File: config.mk
export PLATFORM = sky130hd
export DESIGN_NAME = vga_scanout
export DESIGN_NICKNAME = d
export VERILOG_FILES = /design/src/rtl/vga_scanout.sv
export SDC_FILE = /design/constraint.sdc
export NUM_CORES = 1
export LEC_CHECK = 0
export CORE_UTILIZATION = 40
export DETAILED_ROUTE_END_ITERATION = 16
export GPL_TIMING_DRIVEN = 0
export MAX_ROUTING_LAYER = met4
export PLACE_DENSITY = 0.58
export SETUP_SLACK_MARGIN = 0.5
export SLEW_MARGIN = 5
export SYNTH_ARGS = -nofsm -noshare
export SYNTH_HDL_FRONTEND = slang
export SYNTH_SLANG_ARGS = --single-unit
File: constraint.sdc
create_clock -name pixel_clock -period 3.96 [get_ports pixel_clock]
set_input_delay 0.792 -clock pixel_clock [delete_from_list [all_inputs] [get_ports pixel_clock]]
set_output_delay 0.792 -clock pixel_clock [all_outputs]
set_load 0.02 [all_outputs]
File: src/rtl/vga_scanout.sv
// Pixel scanout stage: prefetches framebuffer words into a small FIFO and
// drives RGB to the DAC, aligned with one-cycle-delayed timing signals.
module vga_scanout #(
  parameter int HRES       = 800,
  parameter int VRES       = 600,
  parameter int ADDR_W     = 20,
  parameter int FIFO_DEPTH = 16
) (
  input  logic              pixel_clock,
  input  logic              reset,
  input  logic              hsync,
  input  logic              vsync,
  input  logic              blank_n,
  output logic              mem_req,
  output logic [ADDR_W-1:0] mem_addr,
  input  logic              mem_ack,
  input  logic [23:0]       mem_rdata,
  output logic [7:0]        vga_red,
  output logic [7:0]        vga_grn,
  output logic [7:0]        vga_blue,
  output logic              vga_blank_n,
  output logic              vga_hsync,
  output logic              vga_vsync,
  output logic              frame_start,
  output logic              underflow
);

  localparam int PTR_W = $clog2(FIFO_DEPTH);
  localparam logic [PTR_W:0] FULL_COUNT = (PTR_W+1)'(FIFO_DEPTH);
  localparam logic [ADDR_W-1:0] LAST_WORD = ADDR_W'(HRES*VRES-1);

  typedef enum logic [1:0] {
    IDLE  = 2'd0,
    FETCH = 2'd1,
    DONE  = 2'd2,
    FLUSH = 2'd3
  } state_t;

  state_t state, state_next;

  logic              vsync_q;
  logic [23:0]       fifo_mem [FIFO_DEPTH];
  logic [PTR_W-1:0]  wr_ptr, rd_ptr;
  logic [PTR_W:0]    count;
  logic [ADDR_W-1:0] fetch_addr;
  logic [ADDR_W-1:0] fetched;
  logic              accept, push, pop, fifo_empty;

  // mem_req/mem_ack form a single-outstanding handshake: a word transfers in
  // any cycle where both are high, and mem_addr only moves after a transfer.
  assign mem_addr   = fetch_addr;
  assign accept     = mem_req & mem_ack;
  assign fifo_empty = (count == '0);
  assign push       = (state == FETCH) & accept & ~frame_start;
  assign pop        = blank_n & ~fifo_empty & ~frame_start;

  always_ff @(posedge pixel_clock or posedge reset) begin
    if (reset) begin
      vsync_q     <= 1'b1;
      frame_start <= 1'b0;
    end else begin
      vsync_q     <= vsync;
      frame_start <= vsync_q & ~vsync;
    end
  end

  always_ff @(posedge pixel_clock or posedge reset) begin
    if (reset) state <= IDLE;
    else       state <= state_next;
  end

  always_comb begin
    state_next = state;
    mem_req    = 1'b0;
    case (state)
      IDLE: begin
        if (frame_start) state_next = FETCH;
      end
      FETCH: begin
        mem_req = (count != FULL_COUNT);
        // A request left hanging at frame start must still complete at its old address.
        if (frame_start)
          state_next = (mem_req && !mem_ack) ? FLUSH : FETCH;
        else if (accept && fetched == LAST_WORD)
          state_next = DONE;
      end
      DONE: begin
        if (frame_start) state_next = FETCH;
      end
      FLUSH: begin
        mem_req = 1'b1;
        if (mem_ack) state_next = FETCH;
      end
      default: state_next = IDLE;
    endcase
  end

  always_ff @(posedge pixel_clock or posedge reset) begin
    if (reset) begin
      fetch_addr <= '0;
      fetched    <= '0;
    end else if (frame_start) begin
      fetched <= '0;
      if (state_next != FLUSH) fetch_addr <= '0;
    end else if (state == FLUSH && mem_ack) begin
      fetch_addr <= '0;
    end else if (push) begin
      fetch_addr <= fetch_addr + 1'b1;
      fetched    <= fetched + 1'b1;
    end
  end

  always_ff @(posedge pixel_clock or posedge reset) begin
    if (reset) begin
      wr_ptr <= '0;
      rd_ptr <= '0;
      count  <= '0;
    end else if (frame_start) begin
      wr_ptr <= '0;
      rd_ptr <= '0;
      count  <= '0;
    end else begin
      if (push) wr_ptr <= wr_ptr + 1'b1;
      if (pop)  rd_ptr <= rd_ptr + 1'b1;
      case ({push, pop})
        2'b10:   count <= count + 1'b1;
        2'b01:   count <= count - 1'b1;
        default: count <= count;
      endcase
    end
  end

  always_ff @(posedge pixel_clock) begin
    if (push) fifo_mem[wr_ptr] <= mem_rdata;
  end

  always_ff @(posedge pixel_clock or posedge reset) begin
    if (reset) begin
      vga_red     <= '0;
      vga_grn     <= '0;
      vga_blue    <= '0;
      vga_blank_n <= 1'b0;
      vga_hsync   <= 1'b0;
      vga_vsync   <= 1'b0;
      underflow   <= 1'b0;
    end else begin
      vga_blank_n <= blank_n;
      vga_hsync   <= hsync;
      vga_vsync   <= vsync;
      if (pop) {vga_red, vga_grn, vga_blue} <= fifo_mem[rd_ptr];
      else     {vga_red, vga_grn, vga_blue} <= 24'd0;
      // Lost pixels are not replayed; the flag just records that it happened.
      if (frame_start)               underflow <= 1'b0;
      else if (blank_n & fifo_empty) underflow <= 1'b1;
    end
  end

endmodule

Word-level counts from Yosys, hierarchy flattened
Memories as Yosys holds them, arrays and structs flattened.
Index checks and enable logic that the tools add are counted.
Widths: inputs -> output; s select.
{ "word_totals": {"reg_bits": 85, "mem_bits_rw": 384, "input_bits": 30, "output_inout_bits": 50, "wordCells": 83, "mem_count": 1} }
{ "classes": {"n_addsub": 6, "n_eq_ne": 10, "muxes": 27, "bitwise": 10, "n_reduce_logical": 14} }
{ "memory_table": {"columns": ["memory", "words", "width", "rd", "rd_ports_with_merged_regs", "wr", "line", "rtl"], "rows": [
  ["fifo_mem", 16, 24, 1, 0, 1, "42", "logic [23:0] fifo_mem [FIFO_DEPTH];"]
]} }
{ "ops": {"columns": ["cell", "count"], "rows": [
  ["$mux 20", 7],
  ["$add 20x1->20 const B", 2],
  ["$mux 8", 3],
  ["$eq 20x19->1 const B", 1],
  ["$mux 4", 4],
  ["$mux 2", 5],
  ["$pmux 5 s2", 1],
  ["$add 4x1->4 const B", 2],
  ["$and 1x1->1", 7],
  ["$eq 2x2->1 const B", 3],
  ["$pmux 2 s3", 1],
  ["$reduce_bool 2->1", 3],
  ["$reduce_bool 3->1", 2],
  ["$add 5x1->5 const B", 1],
  ["$logic_not 5->1", 1],
  ["$mux 5", 1],
  ["$ne 5x5->1 const B", 1],
  ["$sub 5x1->5 const B", 1],
  ["$eq 2x1->1 const B", 2],
  ["$mux 1", 4],
  ["$ne 2x2->1 const B", 2],
  ["$reduce_and 2->1", 2],
  ["$logic_and 1x1->1", 3],
  ["$not 1->1", 3],
  ["5 further kinds", 5]
]} }

Logic depth before layout (Yosys ltp)
{ "depth": {"depth_word": 10, "mapped_depth": 12, "ltp_nobuf": 10} }

Worst setup path after synthesis
OpenSTA, ideal clock, no wires.
{ "synth_timing": {"path_type": "input to register", "start": "input port mem_ack", "end": "memory fifo_mem[10][0] (enable)", "setup_ns": 0.405, "t_arrival_ns": 2.956, "required_time_ns": 3.555, "slack_ns": 0.599, "stages": 7, "path_buffers": 3, "path_cell_list": "clkbuf_1 nand3b_1 a21oi_1 buf_2 clkbuf_1 nand2_1 nor2_1"} }
{ "synth_via": {"elab_chain_len": 5} }
{ "synth_rtl": {"columns": ["element", "line", "rtl"], "rows": [
  ["from (decl)", "16", "input logic mem_ack,"],
  ["$and 1x1->1", "52", "assign accept = mem_req & mem_ack;"],
  ["$and 1x1->1 (2 in series)", "54", "assign push = (state == FETCH) & accept & ~frame_start;"],
  ["$mux 1", "134", "if (push) fifo_mem[wr_ptr] <= mem_rdata;"],
  ["$mux 1 (not written as such)", "134", null],
  ["to (decl)", "42", null]
]} }
No other way between the ends.

Worst setup path after layout
{ "layout_timing": {"start": "register rd_ptr[1]", "end": "register vga_blue[4]"} }
{ "layout_via": {"elab_chain_len": 2} }
{ "layout_rtl": {"columns": ["element", "line", "rtl"], "rows": [
  ["from (decl)", "43", "logic [PTR_W-1:0] wr_ptr, rd_ptr;"],
  ["from (signal assigned)", "124", "if (pop) rd_ptr <= rd_ptr + 1'b1;"],
  ["$mem_v2 16x24", null, null],
  ["$mux 8", "150", "if (pop) {vga_red, vga_grn, vga_blue} <= fifo_mem[rd_ptr];"],
  ["to (signal assigned)", "150", null],
  ["to (decl)", "20", "output logic [7:0] vga_blue,"]
]} }
No other way between the ends.
A chain may end at the register's enable or synchronous reset.

==> results.sh <==
export IMPL_status="completed"
export IMPL_hold_buffers=0
export IMPL_avgViaCountPerCell=5.47
export IMPL_cp_startpoint="rd_ptr[1]"
export IMPL_synth_ff_type="edfxtp_1"
export IMPL_cp_required_ps=4440
export IMPL_antenna_found_initial=3
export IMPL_hp_start="underflow"
export IMPL_seq_area_frac_synth=0.736
export IMPL_syn_cell_area_um2=18500
export IMPL_filler_cell_count=3760
export IMPL_io_pins=80
export IMPL_setup_viol=0
export IMPL_grt_overflow_total=0
export IMPL_leakage_nw=7.40
export IMPL_r2r_start="rd_ptr[1]"
export IMPL_cp_end_kind="flop"
export IMPL_wirelength_mm=42.9
export IMPL_die_w_um=217
export IMPL_maxCapViolCount=0
export IMPL_power_w=0.0142
export IMPL_crit_fanout=10
export IMPL_fin_cells=1744
export IMPL_ys_ff_latch=469
export IMPL_drc=0
export IMPL_grt_max_degree=55
export IMPL_hpwl_mm=25.4
export IMPL_cts_root_buffer="clkbuf_16"
export IMPL_synth_top_area_share=0.622
export IMPL_vdd_drop_max_mv=0.366
export IMPL_finalCritPeriodShare=0.839
export IMPL_grt_pass1_vias=10086
export IMPL_fin_crit_ps=3320
export IMPL_cts_tree="built"
export IMPL_rsz0062_at_grt="no"
export IMPL_synthTopCellsByArea="edfxtp_1 62%, mux4_2 15%, dfrtp_1 11%"
export IMPL_io_buffer_count=78
export IMPL_synthCells=961
export IMPL_max_freq_ghz=0.301
export IMPL_num_vias=9547
export IMPL_skew_ps=37.2
export IMPL_htree_num_levels=2
export IMPL_crit_path_start_kind="flop"
export IMPL_gp_congestion=0.806
export IMPL_dieArea_um2=47200
export IMPL_async_reset_ff_frac=0.181
export IMPL_die_height_um=217
export IMPL_placed_cells=1648
export IMPL_start_util=0.407
export IMPL_core_area_um2=45600
export IMPL_wl_per_cell_um=24.6
export IMPL_drt_iter0_drc=937
export IMPL_synth_most_common_cell="edfxtp_1"
export IMPL_finalMaxSlewViolations=0
export IMPL_synth_fp_nets=1000
export IMPL_syn_area_per_cell_um2=19.3
export IMPL_slew_headroom=0.208
export IMPL_hold_class="flop to flop"
export IMPL_grtUsageTotal=0.194
export IMPL_cts_path_max_buffers=3
export IMPL_clk_latency_ps=600
export IMPL_grt_pass1_wl_mm=65.1
export IMPL_layout_drive_gt1_share=0.221
export IMPL_hold_violations=0
export IMPL_fin_nets=1140
export IMPL_synth_warnings=0
export IMPL_ant_nets=0
export IMPL_ys_types=53
export IMPL_synth_edff_count=384
export IMPL_critPathArrivalTime_ps=3800
export IMPL_numCtsBuffers=50
export IMPL_clkSinkCount=469
export IMPL_num_rows=78
export IMPL_power_density_nw_per_um2=641
export IMPL_worst_pin_slew_ps=1190
export IMPL_synth_top_cell_by_area="edfxtp_1"
export IMPL_path_clk_slew_ps=60
export IMPL_synth_common_cells="384 x edfxtp_1, 120 x mux4_2, 84 x dfrtp_1"
export IMPL_area_delta_synth_final_pct=19.3
export IMPL_dr_pass1_iters=5
export IMPL_criticalPathCategory="flop to flop"
-- worst paths after layout --
check	endpoint	slack (ps)	cells past startpoint
max in group asynchronous	vga_hsync	2690	3
worst min-delay path	underflow	500	2
worst max-delay path	vga_blue[4]	640	6
worst min register to register	underflow	500	2
worst max register to register	vga_blue[4]	640	6
min in group asynchronous	vga_blue[2]	580	2
-- sequential cells by signal, summed over array words and instances, names as in the netlist --
register and flops:
rd_ptr 4, vga_blank_n 1, vga_grn 8, underflow 1
frame_start 1, vga_hsync 1, vga_blue 8, vga_red 8
mem_addr 20, fetched 20, fifo_mem 384, vga_vsync 1
wr_ptr 4, vsync_q 1, state 2, count 5
-- metrics by stage --
step / setup slack, ps / hold WS (ps) / instance area, um^2 / setup TNS, ps / utilization
floorplan: 599 / 486 / 18500 / 0 / -
global placement: -1310 / 493 / 20100 / -338770 / 0.441
detailed placement: 252 / 487 / 20400 / 0 / 0.447
CTS: 657 / 502 / 22100 / 0 / 0.485
global route: 502 / 538 / 22100 / 0 / 0.486
finish: 637 / 504 / 22100 / 0 / 0.486
-- where the power goes --
group | internal, W | total [W] | leakage (nW) | switching, W
combinational | 0.00163 | 0.00345 | 1.94 | 0.00181
sequential | 0.00570 | 0.00585 | 4.60 | 0.000149
clock | 0.00296 | 0.00490 | 0.858 | 0.00194
total | 0.0103 | 0.0142 | 7.40 | 0.00390
-- critical path: stages (launching register included) --
cell,delay [ps]
dfrtp_1,360
clkbuf_1,310
clkbuf_1,670
clkbuf_1,720
mux4_2,410
mux4_2,520
and3_1,210
-- cell usage in the layout (no fill, tap or decap), types with 25 or more instances in the layout --
master           instances
and3_1                  26
clkbuf_1                39
xor2_1                  25
nand2_1                 37
edfxtp_1               384
dfrtp_1                 84
nor2_1                  38
mux4_2                 120
clkbuf_16               50
clkdlybuf4s50_1         78
-- per-layer routing --
| metal | share of wire | track usage |
|---|---|---|
| met5 | 0 | - |
| met4 | 0.022 | 0.0554 |
| met3 | 0.044 | 0.0292 |
| met2 | 0.48 | 0.303 |
| met1 | 0.45 | 0.266 |
-- cell families after synthesis --
logic type	synth area share
fa+ha+maj	0.00607
flops	0.736
compound gates	0.0265
mux	0.148
simple gates	0.0532
xor+xnor	0.0156
buf+inv	0.0143
-- area by class of cell --
type	count	area [um^2]	area share
inverter	10	40.0	0.00181
clock inverter	28	344	0.0155
multi-input combinational	426	4700	0.212
tap	600	751	0.0339
antenna	2	5.00	0.000226
timing repair buffer	88	991	0.0448
buffer	56	228	0.0103
clock buffer	65	1410	0.0636
sequential	469	13700	0.617
-- what timing repair did --
| item | 4_1_cts | 5_1_grt |
|---|---|---|
| endpoints found under the setup margin | 1 | 0 |
| resized for setup | 1 | 0 |
| buffers inserted | 1 | 0 |
| hold endpoints to repair | 0 | 0 |
Note: power is estimated with default switching activity, not from simulation.
